<file path="src/rtl/csr_pkg.sv">
// rtl/csr_pkg.sv - CSR addresses, bit indices, cause codes and trap state encoding
package csr_pkg;

    localparam logic [11:0] CSR_MSTATUS = 12'h300;
    localparam logic [11:0] CSR_MIE     = 12'h304;
    localparam logic [11:0] CSR_MTVEC   = 12'h305;
    localparam logic [11:0] CSR_MEPC    = 12'h341;
    localparam logic [11:0] CSR_MCAUSE  = 12'h342;
    localparam logic [11:0] CSR_MIP     = 12'h344;

    // MTIP/MEIP in mip share the MTIE/MEIE positions of mie
    localparam int MIE_BIT  = 3;
    localparam int MPIE_BIT = 7;
    localparam int MTIE_BIT = 7;
    localparam int MEIE_BIT = 11;

    localparam logic [3:0] CAUSE_MTI = 4'd7;
    localparam logic [3:0] CAUSE_MEI = 4'd11;

    localparam logic [6:0]  OPC_SYSTEM = 7'b1110011;
    localparam logic [31:0] INST_MRET  = 32'h3020_0073;

    localparam logic [1:0] INTR_NONE    = 2'b00;
    localparam logic [1:0] INTR_TAKE    = 2'b01;
    localparam logic [1:0] INTR_HANDLER = 2'b10;

    typedef enum logic {
        IDLE    = 1'b0,
        HANDLER = 1'b1
    } trap_state_e;

endpackage

</file>
<file path="src/rtl/csr_regfile.sv">
// rtl/csr_regfile.sv - machine CSR storage, read mux and RW/RS/RC write logic
// Honours CSR_VECTORED_MTVEC_EN (mtvec[0] writable as mode bit).
module csr_regfile
    import csr_pkg::*;
#(
    parameter int              XLEN      = 32,
    parameter logic [XLEN-1:0] MTVEC_RST = '0
) (
    input  logic            clk,
    input  logic            rst_n,
    input  logic [11:0]     addr,
    input  logic            we,
    input  logic [1:0]      op,
    input  logic [XLEN-1:0] operand,
    input  logic            timer_irq,
    input  logic            ext_irq,
    input  logic            trap_take,
    input  logic            trap_ext,
    input  logic [XLEN-1:0] trap_epc,
    input  logic            mret,
    output logic [XLEN-1:0] rdata,
    output logic            mstatus_mie,
    output logic            mie_mtie,
    output logic            mie_meie,
    output logic [XLEN-1:0] mepc_q,
    output logic [XLEN-1:0] mtvec_q
);

    localparam logic [XLEN-1:0] ALIGN_MASK = {{(XLEN-2){1'b1}}, 2'b00};
`ifdef CSR_VECTORED_MTVEC_EN
    localparam logic [XLEN-1:0] MTVEC_MASK = {{(XLEN-2){1'b1}}, 2'b01};
`else
    localparam logic [XLEN-1:0] MTVEC_MASK = ALIGN_MASK;
`endif

    logic            mie_b, mpie_b, mtie_b, meie_b;
    logic [XLEN-1:0] mtvec_r, mepc_r, mcause_r;
    logic [XLEN-1:0] wval;

    always_comb begin
        rdata = '0;
        case (addr)
            CSR_MSTATUS: begin
                rdata[MIE_BIT]  = mie_b;
                rdata[MPIE_BIT] = mpie_b;
            end
            CSR_MIE: begin
                rdata[MTIE_BIT] = mtie_b;
                rdata[MEIE_BIT] = meie_b;
            end
            CSR_MTVEC:  rdata = mtvec_r;
            CSR_MEPC:   rdata = mepc_r;
            CSR_MCAUSE: rdata = mcause_r;
            CSR_MIP: begin
                rdata[MTIE_BIT] = timer_irq;
                rdata[MEIE_BIT] = ext_irq;
            end
            default:    rdata = '0;
        endcase
    end

    always_comb begin
        case (op)
            2'b10:   wval = rdata | operand;
            2'b11:   wval = rdata & ~operand;
            default: wval = operand;
        endcase
    end

    // Trap and mret updates are placed after the CSR write so they override it
    always_ff @(posedge clk or negedge rst_n) begin
        if (!rst_n) begin
            mie_b    <= 1'b0;
            mpie_b   <= 1'b0;
            mtie_b   <= 1'b0;
            meie_b   <= 1'b0;
            mtvec_r  <= MTVEC_RST & MTVEC_MASK;
            mepc_r   <= '0;
            mcause_r <= '0;
        end else begin
            if (we) begin
                case (addr)
                    CSR_MSTATUS: begin
                        mie_b  <= wval[MIE_BIT];
                        mpie_b <= wval[MPIE_BIT];
                    end
                    CSR_MIE: begin
                        mtie_b <= wval[MTIE_BIT];
                        meie_b <= wval[MEIE_BIT];
                    end
                    CSR_MTVEC:  mtvec_r  <= wval & MTVEC_MASK;
                    CSR_MEPC:   mepc_r   <= wval & ALIGN_MASK;
                    CSR_MCAUSE: mcause_r <= wval;
                    default: ;
                endcase
            end
            if (trap_take) begin
                mepc_r   <= trap_epc & ALIGN_MASK;
                mcause_r <= {1'b1, {(XLEN-5){1'b0}}, trap_ext ? CAUSE_MEI : CAUSE_MTI};
                mpie_b   <= mie_b;
                mie_b    <= 1'b0;
            end else if (mret) begin
                mie_b    <= mpie_b;
                mpie_b   <= 1'b1;
            end
        end
    end

    assign mstatus_mie = mie_b;
    assign mie_mtie    = mtie_b;
    assign mie_meie    = meie_b;
    assign mepc_q      = mepc_r;
    assign mtvec_q     = mtvec_r;

endmodule

</file>
<file path="src/rtl/csr_trap_unit.sv">
// rtl/csr_trap_unit.sv - CSR decode, interrupt take logic and trap FSM for the MW stage
// Honours CSR_VECTORED_MTVEC_EN (vectored interrupt entry when mtvec mode=1).
module csr_trap_unit
    import csr_pkg::*;
#(
    parameter int              XLEN      = 32,
    parameter logic [XLEN-1:0] MTVEC_RST = '0
) (
    input  logic            clk,
    input  logic            rst_n,
    input  logic [31:0]     inst_MW,
    input  logic            valid_MW,
    input  logic [XLEN-1:0] pc_MW,
    input  logic [XLEN-1:0] next_pc,
    input  logic [XLEN-1:0] csr_wdata,
    input  logic            timer_irq,
    input  logic            ext_irq,
    output logic [XLEN-1:0] csr_rdata,
    output logic [1:0]      interrupt,
    output logic            is_mret,
    output logic [XLEN-1:0] trap_pc
);

    localparam logic [XLEN-1:0] ALIGN_MASK = {{(XLEN-2){1'b1}}, 2'b00};

    logic [2:0]      funct3;
    logic [4:0]      rs1_field;
    logic            is_csr, csr_we, mret_hit, take, take_ext;
    logic [XLEN-1:0] csr_operand, rf_rdata, mepc_q, mtvec_q, vector;
    logic            mstatus_mie, mie_mtie, mie_meie;
    logic            unused_pc;
    trap_state_e     state_q, state_d;

    assign unused_pc = ^pc_MW;

    assign funct3      = inst_MW[14:12];
    assign rs1_field   = inst_MW[19:15];
    assign is_csr      = (inst_MW[6:0] == OPC_SYSTEM) && (funct3[1:0] != 2'b00);
    assign csr_operand = funct3[2] ? {{(XLEN-5){1'b0}}, rs1_field} : csr_wdata;
    // Set/clear forms with a zero source must not write (CSRs with side effects)
    assign csr_we      = valid_MW && is_csr && !(funct3[1] && rs1_field == 5'd0);
    assign mret_hit    = valid_MW && (inst_MW == INST_MRET);

    assign take_ext = mie_meie && ext_irq;
    assign take     = (state_q == IDLE) && mstatus_mie && (take_ext || (mie_mtie && timer_irq))
                      && valid_MW && !mret_hit;

`ifdef CSR_VECTORED_MTVEC_EN
    assign vector = mtvec_q[0]
                  ? (mtvec_q & ALIGN_MASK) + {{(XLEN-6){1'b0}}, take_ext ? CAUSE_MEI : CAUSE_MTI, 2'b00}
                  : (mtvec_q & ALIGN_MASK);
`else
    assign vector = mtvec_q & ALIGN_MASK;
`endif

    csr_regfile #(
        .XLEN      (XLEN),
        .MTVEC_RST (MTVEC_RST)
    ) u_regfile (
        .clk         (clk),
        .rst_n       (rst_n),
        .addr        (inst_MW[31:20]),
        .we          (csr_we),
        .op          (funct3[1:0]),
        .operand     (csr_operand),
        .timer_irq   (timer_irq),
        .ext_irq     (ext_irq),
        .trap_take   (take),
        .trap_ext    (take_ext),
        .trap_epc    (next_pc),
        .mret        (mret_hit),
        .rdata       (rf_rdata),
        .mstatus_mie (mstatus_mie),
        .mie_mtie    (mie_mtie),
        .mie_meie    (mie_meie),
        .mepc_q      (mepc_q),
        .mtvec_q     (mtvec_q)
    );

    always_ff @(posedge clk or negedge rst_n) begin
        if (!rst_n) state_q <= IDLE;
        else        state_q <= state_d;
    end

    always_comb begin
        state_d   = state_q;
        interrupt = INTR_NONE;
        case (state_q)
            IDLE: begin
                if (take) begin
                    state_d   = HANDLER;
                    interrupt = INTR_TAKE;
                end
            end
            HANDLER: begin
                interrupt = INTR_HANDLER;
                if (mret_hit) state_d = IDLE;
            end
            default: state_d = IDLE;
        endcase
    end

    // Combinational outputs are held at zero while reset is asserted
    assign is_mret   = rst_n && mret_hit;
    assign csr_rdata = (rst_n && is_csr) ? rf_rdata : '0;
    assign trap_pc   = take ? vector : (is_mret ? mepc_q : '0);

endmodule

</file>
<file path="config.mk">
export PLATFORM = sky130hd
export DESIGN_NAME = csr_trap_unit
export DESIGN_NICKNAME = d
export VERILOG_FILES = /design/src/rtl/csr_pkg.sv /design/src/rtl/csr_regfile.sv /design/src/rtl/csr_trap_unit.sv
export SDC_FILE = /design/constraint.sdc
export NUM_CORES = 1
export LEC_CHECK = 0
export CAP_MARGIN = 20
export CORE_ASPECT_RATIO = 0.75
export CORE_MARGIN = 1.5
export CORE_UTILIZATION = 51
export DETAILED_ROUTE_END_ITERATION = 6
export GPL_ROUTABILITY_DRIVEN = 1
export GPL_TIMING_DRIVEN = 0
export PLACE_DENSITY = 0.89
export REMOVE_ABC_BUFFERS = 1
export SKIP_CTS_REPAIR_TIMING = 1
export SLEW_MARGIN = 20
export SYNTH_ARGS = -nofsm -noshare
export SYNTH_HDL_FRONTEND = slang
export SYNTH_SLANG_ARGS = --single-unit
</file>
<file path="constraint.sdc">
create_clock -name clk -period 6.1 [get_ports clk]
set_input_delay 1.22 -clock clk [delete_from_list [all_inputs] [get_ports clk]]
set_output_delay 1.22 -clock clk [all_outputs]
set_load 0.05 [all_outputs]
</file>
==> impl_metrics.env <==
export IMPL_yosysWarnings=0
export IMPL_ant_nets=0
export IMPL_cts_root_buf="clkbuf_16"
export IMPL_ys_flop_type="dfrtp_1"
export IMPL_drc_errors=0
export IMPL_max_cap_violations=0
export IMPL_hold_slack_ps=498
export IMPL_gp_congestion=0.851
export IMPL_antenna_found_initial=0
export IMPL_final_cell_mix="clkdlybuf4s50_1 (149), nand2_1 (137), a21oi_1 (124)"
export IMPL_cts_sinks=97
export IMPL_cts_buffers=9
export IMPL_synth_top_cell_area_share_pct=38.4
export IMPL_ys_types=54
export IMPL_hold_class="flop to flop"
export IMPL_finalWirelength_um=21900
export IMPL_fillCellCount=938
export IMPL_drtPass1Iterations=6
export IMPL_start_util_pct=52.0
export IMPL_worstSetupEndpointType="output pin"
export IMPL_place_area_um2=8240
export IMPL_fin_util_pct=71.1
export IMPL_die_width_um=132
export IMPL_synthArstFlopShare_pct=100
export IMPL_synthCells=754
export IMPL_reg2reg_from="u_regfile.mie_meie"
export IMPL_syn_area_per_cell_um2=8.39
export IMPL_viasPerCell=6.45
export IMPL_whs_path_depth=2
export IMPL_synth_seq_cells=97
export IMPL_worst_pin_slew_ps=1020
export IMPL_hold_start="u_regfile.mtvec_q[3]"
export IMPL_postLayoutCellArea_um2=8660
export IMPL_antenna_cells=0
export IMPL_syn_area_um2=6330
export IMPL_fmax_mhz=166
export IMPL_cts_tree="yes"
export IMPL_synth_area_leaders="dfrtp_1 (38%), a21oi_1 (9.8%), nand2_1 (8.1%)"
export IMPL_start_kind="input port"
export IMPL_ys_seq_area_share_pct=38.4
export IMPL_port_buffers=163
export IMPL_synth_area_leader_cell="dfrtp_1"
export IMPL_path_max_fanout=51
export IMPL_rr_endpoint="u_regfile.mepc_q[11]"
export IMPL_finalMaxSlewViolations=0
export IMPL_fin_crit_sh_pct=98.5
export IMPL_drt_iter0_drc=888
export IMPL_core_um2=12200
export IMPL_dieHeight_um=99.5
export IMPL_hold_end="u_regfile.mtvec_q[3]"
export IMPL_power_density_nw_per_um2=165
export IMPL_grt_max_degree=79
export IMPL_dp_hpwl_um=14400
export IMPL_hold_viol_final=0
export IMPL_final_common_cell="clkdlybuf4s50_1"
export IMPL_layout_nets=1020
export IMPL_final_setup_skew_ps=9.69
export IMPL_clkLatencyLatePin_ps=340
export IMPL_wl_per_cell_um=20.7
export IMPL_cts_htree_levels=3
export IMPL_cp_required_ps=4880
export IMPL_finalCriticalPeriod_ps=6010
export IMPL_vias=6815
export IMPL_crit_type="input port to output pin"
export IMPL_grt_usage_pct=33.7
export IMPL_status="finished, final reports clean"
export IMPL_grt_first_pass_wirelength_um=35000
export IMPL_synth_edf_count=0
export IMPL_critPathArrivalTime_ps=4790
export IMPL_ioPinCount=200
export IMPL_die_area_um2=13100
export IMPL_cts_reportedPaths_clkPinSlew_ps=60
export IMPL_p_leak_nw=3.60
export IMPL_reg2reg_slack_ps=3530
export IMPL_grt_overflow_total=0
export IMPL_grt_pass1_vias=6660
export IMPL_clk_path_buf_depth=2
export IMPL_slew_headroom_pct=31.3
export IMPL_setup_viol=0
export IMPL_num_rows=35
export IMPL_rr_worst_depth=8
export IMPL_syn_to_final_growth_pct=36.8
export IMPL_drive_gt1_share_pct=11.9
export IMPL_ir_worst_vdd_v=0.000137
[synth_stat cells, types with 5 or more instances]
master and number:
nand2_1 137, nor2_1 55, a22o_1 58, nand3_1 5, o21ai_0 10, dfrtp_1 97
and3_1 6, mux2_2 29, nor2b_1 28, a21oi_1 124, buf_2 25, a22oi_1 24
nor3_1 7, a222oi_1 6, clkbuf_1 31, a21oi_2 11, buf_4 6, a221oi_1 27
nor4_1 5
[logic make-up after synthesis]
group,share of synthesized area [%]
AO/OA/AOI/OAI,30.1
AND/OR/NAND/NOR,20.3
flip-flops,38.4
buffers and inverters,5.42
multiplexers,5.80
other,0.0593
[final cells by class]
cell class | count | area [µm²] | area share, %
multi-input cells | 587 | 3650 | 42.2
flip-flops and latches | 97 | 2430 | 28.0
repair buffers | 189 | 2040 | 23.5
clock buffers | 10 | 239 | 2.76
well taps | 166 | 208 | 2.40
clock inverters | 5 | 78.8 | 0.911
inverters | 3 | 13.8 | 0.159
[worst max-delay path by stage]
stage                startpoint                  end
floorplan           inst_MW[31]        csr_rdata[10]
global placement    inst_MW[28]  u_regfile.mepc_q[7]
detailed placement  inst_MW[28]           trap_pc[3]
CTS                 inst_MW[28]           trap_pc[3]
global route        inst_MW[22]          trap_pc[20]
finish              inst_MW[22]          trap_pc[20]
[critical path, cell delays in order]
cell and delay [ps]:
clkdlybuf4s50_1 660, nor4_2 380, nand2_1 90, or4_4 570
o21ai_4 230, buf_16 200, inv_4 190, buf_12 270
a22o_1 270, clkdlybuf4s50_1 700
[state kept, by name, indices dropped and copies added, names as in the netlist]
register / count
u_regfile.mcause_r: 32
u_regfile.mepc_q: 30
u_regfile.mtvec_q: 30
state_q: 1
u_regfile.mie_meie: 1
u_regfile.mie_mtie: 1
u_regfile.mpie_b: 1
u_regfile.mstatus_mie: 1
[power by group]
group	internal, mW	total (mW)	switching, mW	leakage (nW)
sequential	0.643	0.643	0.0000143	1.36
clock	0.369	0.620	0.251	0.159
combinational	0.0848	0.166	0.0817	2.08
[routing by layer]
layer	routed length (µm)	GRT usage [%]
met4	544	11.5
met2	10200	55.2
met3	2270	7.14
met1	8930	44.8
met5	0	0
[metrics by stage]
stage | setup WS, ps | power (mW) | setup TNS (ps) | cells
6_report | 93.1 | 1.43 | 0 | 1057
3_5_place_dp | -1320 | 0.817 | -36120 | 1039
2_1_floorplan | -344 | 0.706 | -8620 | 687
4_1_cts | -1340 | 1.42 | -36900 | 1054
3_3_place_gp | -4180 | 0.804 | -418790 | 1016
5_1_grt | -15.5 | 1.47 | -58.2 | 1057
Power figures use the tool's default switching activity.
